[config.mk]
export PLATFORM = sky130hd
export DESIGN_NAME = avalon_reg_bank
export DESIGN_NICKNAME = d
export VERILOG_FILES = /design/src/rtl/avalon_reg_bank.sv
export SDC_FILE = /design/constraint.sdc
export NUM_CORES = 1
export LEC_CHECK = 0
export CAP_MARGIN = 20
export CELL_PAD_IN_SITES_DETAIL_PLACEMENT = 1
export CELL_PAD_IN_SITES_GLOBAL_PLACEMENT = 1
export CORE_AREA = 2 2 332 334
export DETAILED_ROUTE_END_ITERATION = 10
export DIE_AREA = 0 0 334 336
export GPL_TIMING_DRIVEN = 0
export PLACE_DENSITY = 0.52
export SETUP_SLACK_MARGIN = 0.05
export SLEW_MARGIN = 30
export SYNTH_ARGS = -nofsm -noshare
export SYNTH_HDL_FRONTEND = slang
export SYNTH_SLANG_ARGS = --single-unit
[constraint.sdc]
create_clock -name csi_MCLK_clk -period 1.31 [get_ports csi_MCLK_clk]
set_input_delay 0.262 -clock csi_MCLK_clk [delete_from_list [all_inputs] [get_ports csi_MCLK_clk]]
set_output_delay 0.262 -clock csi_MCLK_clk [all_outputs]
set_load 0.03 [all_outputs]
[src/rtl/avalon_reg_bank.sv]
// avalon_reg_bank
//   Avalon-MM slave register bank of NUM_REGS registers, each DATA_W bits wide.
//   A register is read/write with byte enables, read-only (shows a live status
//   input), or sticky write-1-to-clear. Reads return one cycle after the request.
//
// Ports
//   csi_MCLK_clk            clock
//   rsi_MRST_reset_n        asynchronous active-low reset
//   avs_regs_*              Avalon-MM slave: address, writedata, byteenable,
//                           write, read, readdata, readdatavalid, waitrequest
//   coe_hw_status           per-register live values for read-only registers
//   coe_hw_set              per-register, per-bit set pulses for W1C registers
//   coe_reg_q               current value of every register
//   coe_wr_strobe           one-cycle pulse per write beat, per register
//   ins_irq_irq             OR of all W1C register bits
module avalon_reg_bank #(
    parameter int                         DATA_W    = 32,
    parameter int                         NUM_REGS  = 8,
    parameter int                         ADDR_W    = 3,
    parameter logic [NUM_REGS-1:0]        RO_MASK   = '0,
    parameter logic [NUM_REGS-1:0]        W1C_MASK  = '0,
    parameter logic [NUM_REGS*DATA_W-1:0] RESET_VAL = '0
) (
    input  logic                         csi_MCLK_clk,
    input  logic                         rsi_MRST_reset_n,
    input  logic [ADDR_W-1:0]            avs_regs_address,
    input  logic [DATA_W-1:0]            avs_regs_writedata,
    input  logic [DATA_W/8-1:0]          avs_regs_byteenable,
    input  logic                         avs_regs_write,
    input  logic                         avs_regs_read,
    output logic [DATA_W-1:0]            avs_regs_readdata,
    output logic                         avs_regs_readdatavalid,
    output logic                         avs_regs_waitrequest,
    input  logic [NUM_REGS*DATA_W-1:0]   coe_hw_status,
    input  logic [NUM_REGS*DATA_W-1:0]   coe_hw_set,
    output logic [NUM_REGS*DATA_W-1:0]   coe_reg_q,
    output logic [NUM_REGS-1:0]          coe_wr_strobe,
    output logic                         ins_irq_irq
);
    localparam int BE_W = DATA_W / 8;

    logic [DATA_W-1:0]   be_mask;
    logic [DATA_W-1:0]   wdata_masked;
    logic [NUM_REGS-1:0] wr_hit;
    logic [NUM_REGS-1:0] w1c_any;
    logic [DATA_W-1:0]   rd_mux;

    always_comb begin
        be_mask = '0;
        for (int b = 0; b < BE_W; b++) begin
            be_mask[b*8 +: 8] = {8{avs_regs_byteenable[b]}};
        end
    end

    assign wdata_masked = avs_regs_writedata & be_mask;

    for (genvar r = 0; r < NUM_REGS; r++) begin : g_reg
        localparam logic [DATA_W-1:0] RST = RESET_VAL[r*DATA_W +: DATA_W];

        // Out-of-range addresses never match any r, so they produce no hit.
        assign wr_hit[r] = avs_regs_write && (avs_regs_address == ADDR_W'(r));

        if (RO_MASK[r]) begin : g_ro
            logic unused_set;
            assign unused_set = ^coe_hw_set[r*DATA_W +: DATA_W];
            assign coe_reg_q[r*DATA_W +: DATA_W] = coe_hw_status[r*DATA_W +: DATA_W];
            assign w1c_any[r] = 1'b0;
        end else begin : g_store
            logic [DATA_W-1:0] store;
            logic              unused_status;
            assign unused_status = ^coe_hw_status[r*DATA_W +: DATA_W];

            if (W1C_MASK[r]) begin : g_w1c
                // Set is OR-ed in after the clear, so a set wins on the same bit.
                always_ff @(posedge csi_MCLK_clk or negedge rsi_MRST_reset_n) begin
                    if (!rsi_MRST_reset_n) begin
                        store <= RST;
                    end else begin
                        store <= (store & ~(wr_hit[r] ? wdata_masked : '0))
                               | coe_hw_set[r*DATA_W +: DATA_W];
                    end
                end
                assign w1c_any[r] = |store;
            end else begin : g_rw
                logic unused_set;
                assign unused_set = ^coe_hw_set[r*DATA_W +: DATA_W];
                always_ff @(posedge csi_MCLK_clk or negedge rsi_MRST_reset_n) begin
                    if (!rsi_MRST_reset_n) begin
                        store <= RST;
                    end else if (wr_hit[r]) begin
                        store <= (store & ~be_mask) | wdata_masked;
                    end
                end
                assign w1c_any[r] = 1'b0;
            end

            assign coe_reg_q[r*DATA_W +: DATA_W] = store;
        end
    end

    // Unmatched addresses fall through to zero.
    always_comb begin
        rd_mux = '0;
        for (int r = 0; r < NUM_REGS; r++) begin
            if (avs_regs_address == ADDR_W'(r)) begin
                rd_mux = coe_reg_q[r*DATA_W +: DATA_W];
            end
        end
    end

    // rd_mux reflects storage before this edge's write, giving read-before-write.
    always_ff @(posedge csi_MCLK_clk or negedge rsi_MRST_reset_n) begin
        if (!rsi_MRST_reset_n) begin
            avs_regs_readdata      <= '0;
            avs_regs_readdatavalid <= 1'b0;
            coe_wr_strobe          <= '0;
        end else begin
            avs_regs_readdatavalid <= avs_regs_read;
            coe_wr_strobe          <= wr_hit;
            if (avs_regs_read) begin
                avs_regs_readdata <= rd_mux;
            end
        end
    end

    assign avs_regs_waitrequest = 1'b0;
    assign ins_irq_irq          = |w1c_any;

endmodule

# Yosys cells after proc, flatten, opt, wreduce, memory -nomap -nowiden

Index checks and enable logic that the tools add are counted.

Bits in registers: 297
Input bits: 555
Logic and storage cells: 53

Equality and inequality tests: 7
Mux-type cells: 8
Bitwise logic cells: 18
Reduce and logical (&&, ||, !) cells: 9

Operator list:

| cell                 | number |
|---|---|
| $and A32 B32 Y32     | 9 |
| $mux W32             | 8 |
| $or A32 B32 Y32      | 8 |
| $not A32 Y32         | 1 |
| $eq A3 B3 Y1 const B | 4 |
| $logic_and A1 B1 Y1  | 8 |
| $eq A3 B2 Y1 const B | 2 |
| $eq A3 B1 Y1 const B | 1 |
| $logic_not A3 Y1     | 1 |

# Depth between registers and ports, before layout

Word-level depth: 9
Depth in mapped cells: 7

# Worst setup path before layout

OpenSTA, ideal clock, no wires.

Path kind: input to register
Start point: input port avs_regs_address[2]
End point: register (tool-made name)
Library setup time: 0.125 ns
Arrival time: 1.449 ns
Slack: -0.264 ns
Stages on the path: 6
Cells stage by stage: buf_2 nand2b_4 or2_1 buf_6 nor2_8 mux2_2

RTL lines:

| element            | RTL line | text |
|---|---|---|
| start: declaration | 26       | `input logic [ADDR_W-1:0] avs_regs_address,` |

# Final worst setup path

Start point: register avs_regs_readdata[1]
End point: output port avs_regs_readdata[1]

RTL lines:

| element                  | RTL line | text |
|---|---|---|
| start: declaration       | 31       | `output logic [DATA_W-1:0] avs_regs_readdata,` |
| start signal: assignment | 121      | `avs_regs_readdata <= rd_mux;` |

No word-level cell between the ends.

==> summary by stage <==
Pwr
Dividing total power by cell area gives a power density of 1778 mW/mm^2. For this design the total switching power over the nets is 0.01624 W. The highest ir drop seen on vdd is 0.0009588 V. The post-route total power is 0.04369 W. Of the total power, registers draw 0.300. The internal power consumption is 0.02745 W. The share of total power dissipated in the clock network is 0.271. The leakage power summed over all cells is 11.01 nW. The share of total power dissipated in combinational logic is 0.430.

Of the total power, the share spent switching nets is 0.3718.

Detailed routing
After detailed routing, the number of vias per cell comes to around 3.8. For this run, the detailed router's first-pass iteration total came to 4. The number of antenna-violating nets in the routed design is 0.

The first routing iteration left roughly 530 violations. The detailed-route DRC error count is 0. The number of vias in the routed layout is 12420. Dividing the detail-routed wire length by the instance count gives around 26 um. The final routed wirelength across all metal layers is 85560 um.

Timing
The total count of max-transition violations in the final report came to 0. Measured against its own limit, the worst slew margin works out to 0.4793. The smallest setup slack after layout is -0.1492 ns. Dividing the final minimum period by the clock period gives 1.114. Final hold analysis gives a worst-case slack of -0.4244 ns.

The count of final hold-check violations was 116. The worst clock skew on the final layout is 0.01901 ns. Based on the critical path, the design can be clocked at up to 0.6853 GHz. The time the worst path needs with I/O delays and setup is 1.459 ns.

The count of endpoints failing setup in the final report is 297. The total negative slack is -20.84 ns. Setup repair after global routing could not meet its margin everywhere. The slew at the pin closest to its max-slew limit is 0.7810 ns.

Setup path
The number of buffers and inverters on the critical path is 1. The peak fanout along the critical path is 2. The startpoint type of the worst setup path is a flop. For this run, the slowest stage of the critical path takes 0.46 ns. The type of the worst setup path is flop to output pin.

The setup check on the worst reg-to-reg path leaves a slack of 0.02 ns. The signal arrival time at the worst endpoint is 1.20 ns. The master of the slowest instance on the critical path is dfrtp_2.

The required arrival time at the worst endpoint is 1.05 ns. The type of element capturing the critical path is an output pin. The signal on the critical path passes through buf_6. Among cell families on the critical path, the largest total delay comes from flip-flops.

Floorplanning
From left edge to right edge, the die measures 334 um. The initial utilization of the core area, before any placement, comes to 0.1247. Pin placement for this block handled approximately 850 I/O pins. The area of the core region is 0.1084 mm^2. The floorplan step defined a die boundary enclosing 0.1122 mm^2. In this run the core area contains 121 standard-cell rows. The height of the chip is 336 um.

Clocking
Counting the buffers created by CTS gives 39. The clock reaches the later pin of the worst-skew pair after roughly 0.57 ns. The clock tree root buffer cell is clkbuf_16. The clock net in this run drives a total of around 300 sinks. The clock slew seen by the registers of the worst setup and hold paths is ~0.060 ns. The clock tree from TritonCTS is yes.

CTS built an H-tree with a depth of 2. The maximum buffer depth of the clock tree is 3.

GRT
The initial antenna violation count came to 13. The fraction of met3 tracks used by global routing is 0.05190. The most heavily used metal layer in global routing is met2. The global-route congestion overflow total is 0. The via count of the first global-routing pass is 13690. The maximum number of pins on one net before global-route repair is 77. The met2 usage in global routing is 0.2446.

The global-route wire length before repair is 115500 um. The met1 track demand over resource is 0.1812. The total track usage is 0.1490.

Yosys
The post-synthesis cell type count is 38. Synthesis inferred 297 register bits. The post-synthesis average cell area is 12.40 um^2. The sequential area share after synthesis is 0.5497. After synthesis the cells add up to 0.01352 mm^2. Counting every instance in the synthesized netlist gives 1090. The Yosys step of the flow raised 0 warnings.

Finish
The number of filler cells placed in the layout is between 10000 and 15000. In the final layout, the multi-input gates occupy 0.006306 mm^2. The layout overhead on the synthesized area is 81.79%. In the final design database the tool counted between 2000 and 2500 nets. The area of all placed cells without fillers is between 0.02 and 0.025 mm^2. The layout cell share with drive strength beyond 1 is 0.6084. The register area is 0.007442 mm^2.

Run
Across the run, the number of max-cap violations was 0.

Place
The setup slack after placement is -1.928 ns. The sum of net half-perimeters after detailed placement is 63840 um. Port buffering added 338 buffers. Summing all placed instances gives a cell area of 0.01915 mm^2. The final estimated routing congestion in global placement is roughly 0.8.

Status
The run finished, with violations left. The final reports fail on negative hold slack, negative setup slack.

Min path
The path class of the tightest hold or removal check is input port to async pin.
-- cell type report --
class / count / share of cell area
tap: 1414 / 0.07199
sequential: 297 / 0.3028
inverter: 30 / 0.004633
antenna: 2 / 0.0002036
buffer: 67 / 0.03070
clock inverter: 17 / 0.01166
timing repair buffer: 675 / 0.2771
clock buffer: 53 / 0.04434
multi-input combinational: 697 / 0.2566
-- per-layer routing --
metal | vias up | part of all wire | wire length [um]
li1 | 5407 | - | -
met1 | 6516 | 0.42 | 36070
met4 | 12 | 0.038 | 3246
met2 | 370 | 0.46 | 39540
met5 | - | 0.00096 | 82
met3 | 116 | 0.077 | 6615
-- path summary, 6_finish.rpt --
| path | startpoint | end | cells after the start |
|---|---|---|---|
| setup / recovery | avs_regs_readdata[1] | avs_regs_readdata[1] | 1 |
| setup reg to reg | flop | avs_regs_readdata[16] | 4 |
| min in group csi_MCLK_clk | avs_regs_write | coe_wr_strobe[6] | 2 |
| hold reg to reg | flop | flop | 1 |
| max in group asynchronous | rsi_MRST_reset_n | async pin | 4 |
| hold / removal | rsi_MRST_reset_n | async pin | 1 |
-- cells in the mapped netlist --
library cell,number,share of area
and3_1,2,0.00093
buf_2,26,0.0096
inv_1,29,0.0081
conb_1,1,0.00028
mux2_1,6,0.0050
o22ai_1,20,0.0093
buf_6,2,0.0017
a211o_1,11,0.0071
nand2_1,45,0.012
o221ai_1,28,0.018
nor3_1,5,0.0019
nand3_4,1,0.0013
or3_1,4,0.0019
buf_1,3,0.00083
a41o_1,11,0.0081
mux2i_1,40,0.030
a31oi_1,20,0.0093
mux2_2,250,0.21
o21ai_0,36,0.013
dfrtp_1,297,0.55
a21oi_1,43,0.016
nand3_1,13,0.0048
o2bb2ai_1,15,0.0097
clkbuf_1,31,0.0086
nand2b_4,1,0.0010
or2_1,1,0.00046
nand3b_1,2,0.0011
nor2_8,4,0.0059
nand2b_1,27,0.012
o32ai_1,1,0.00065
a22oi_1,11,0.0061
o211ai_1,2,0.0011
nor2_2,24,0.011
buf_4,5,0.0028
nand3_2,1,0.00074
clkinv_1,1,0.00028
nor2_1,67,0.019
nor2b_1,4,0.0019
-- cell usage in the layout (no fill, tap or decap), types with 15 or more instances in the layout --
cell type,count
nand2_1,41
mux2_2,200
o21ai_1,21
a21oi_1,34
mux2i_1,38
clkbuf_8,19
o22ai_1,20
nand2b_1,23
dfrtp_1,289
o221ai_1,25
clkdlybuf4s50_1,32
nor2_4,33
o2bb2ai_1,15
nor2_1,49
buf_12,31
a31oi_1,20
buf_6,337
mux2_4,56
buf_4,289
inv_1,29
clkbuf_16,41
-- power groups by stage --
| stage | Clock [W] | Combinational (W) | Sequential [W] |
|---|---|---|---|
| finish | 0.0118 | 0.0188 | 0.0131 |
| detailed placement | 0 | 0.0142 | 0.0134 |
| global placement | 0 | 0.0141 | 0.0133 |
| CTS | 0.0122 | 0.0183 | 0.0131 |
| global route | 0.0125 | 0.0198 | 0.0133 |
| floorplan | 0 | 0.00320 | 0.0168 |
-- cells by family (layout without fill, tap and decap cells) --
| group | count (synthesis) | count (layout) | synth area share |
|---|---|---|---|
| DFF | 297 | 297 | 0.5497 |
| muxes | 296 | 296 | 0.2428 |
| and+or+nand+nor | 201 | 201 | 0.07654 |
| AOI/OAI and AO/OA | 198 | 198 | 0.09875 |
| buffers and inverters | 97 | 842 | 0.03184 |
| other | 1 | 4 | 0.0002774 |
-- stage by stage --
stage	std cells	utilization
after floorplan	1091	-
after global placement	2843	0.1754
after detailed placement	2848	0.1767
after CTS	3212	0.2208
after global routing	3250	0.2267
final	3252	0.2267
-- repair_timing --
item | 4_1_cts | 5_1_grt
endpoints found under the hold margin | 165 | 92
cloned | 1 | 0
buffers inserted | 293 | 48
endpoints found under the setup margin | 593 | 544
gates resized for setup | 2247 | 117
pin swaps | 27 | 62
Note: power is estimated with default switching activity, not from simulation.
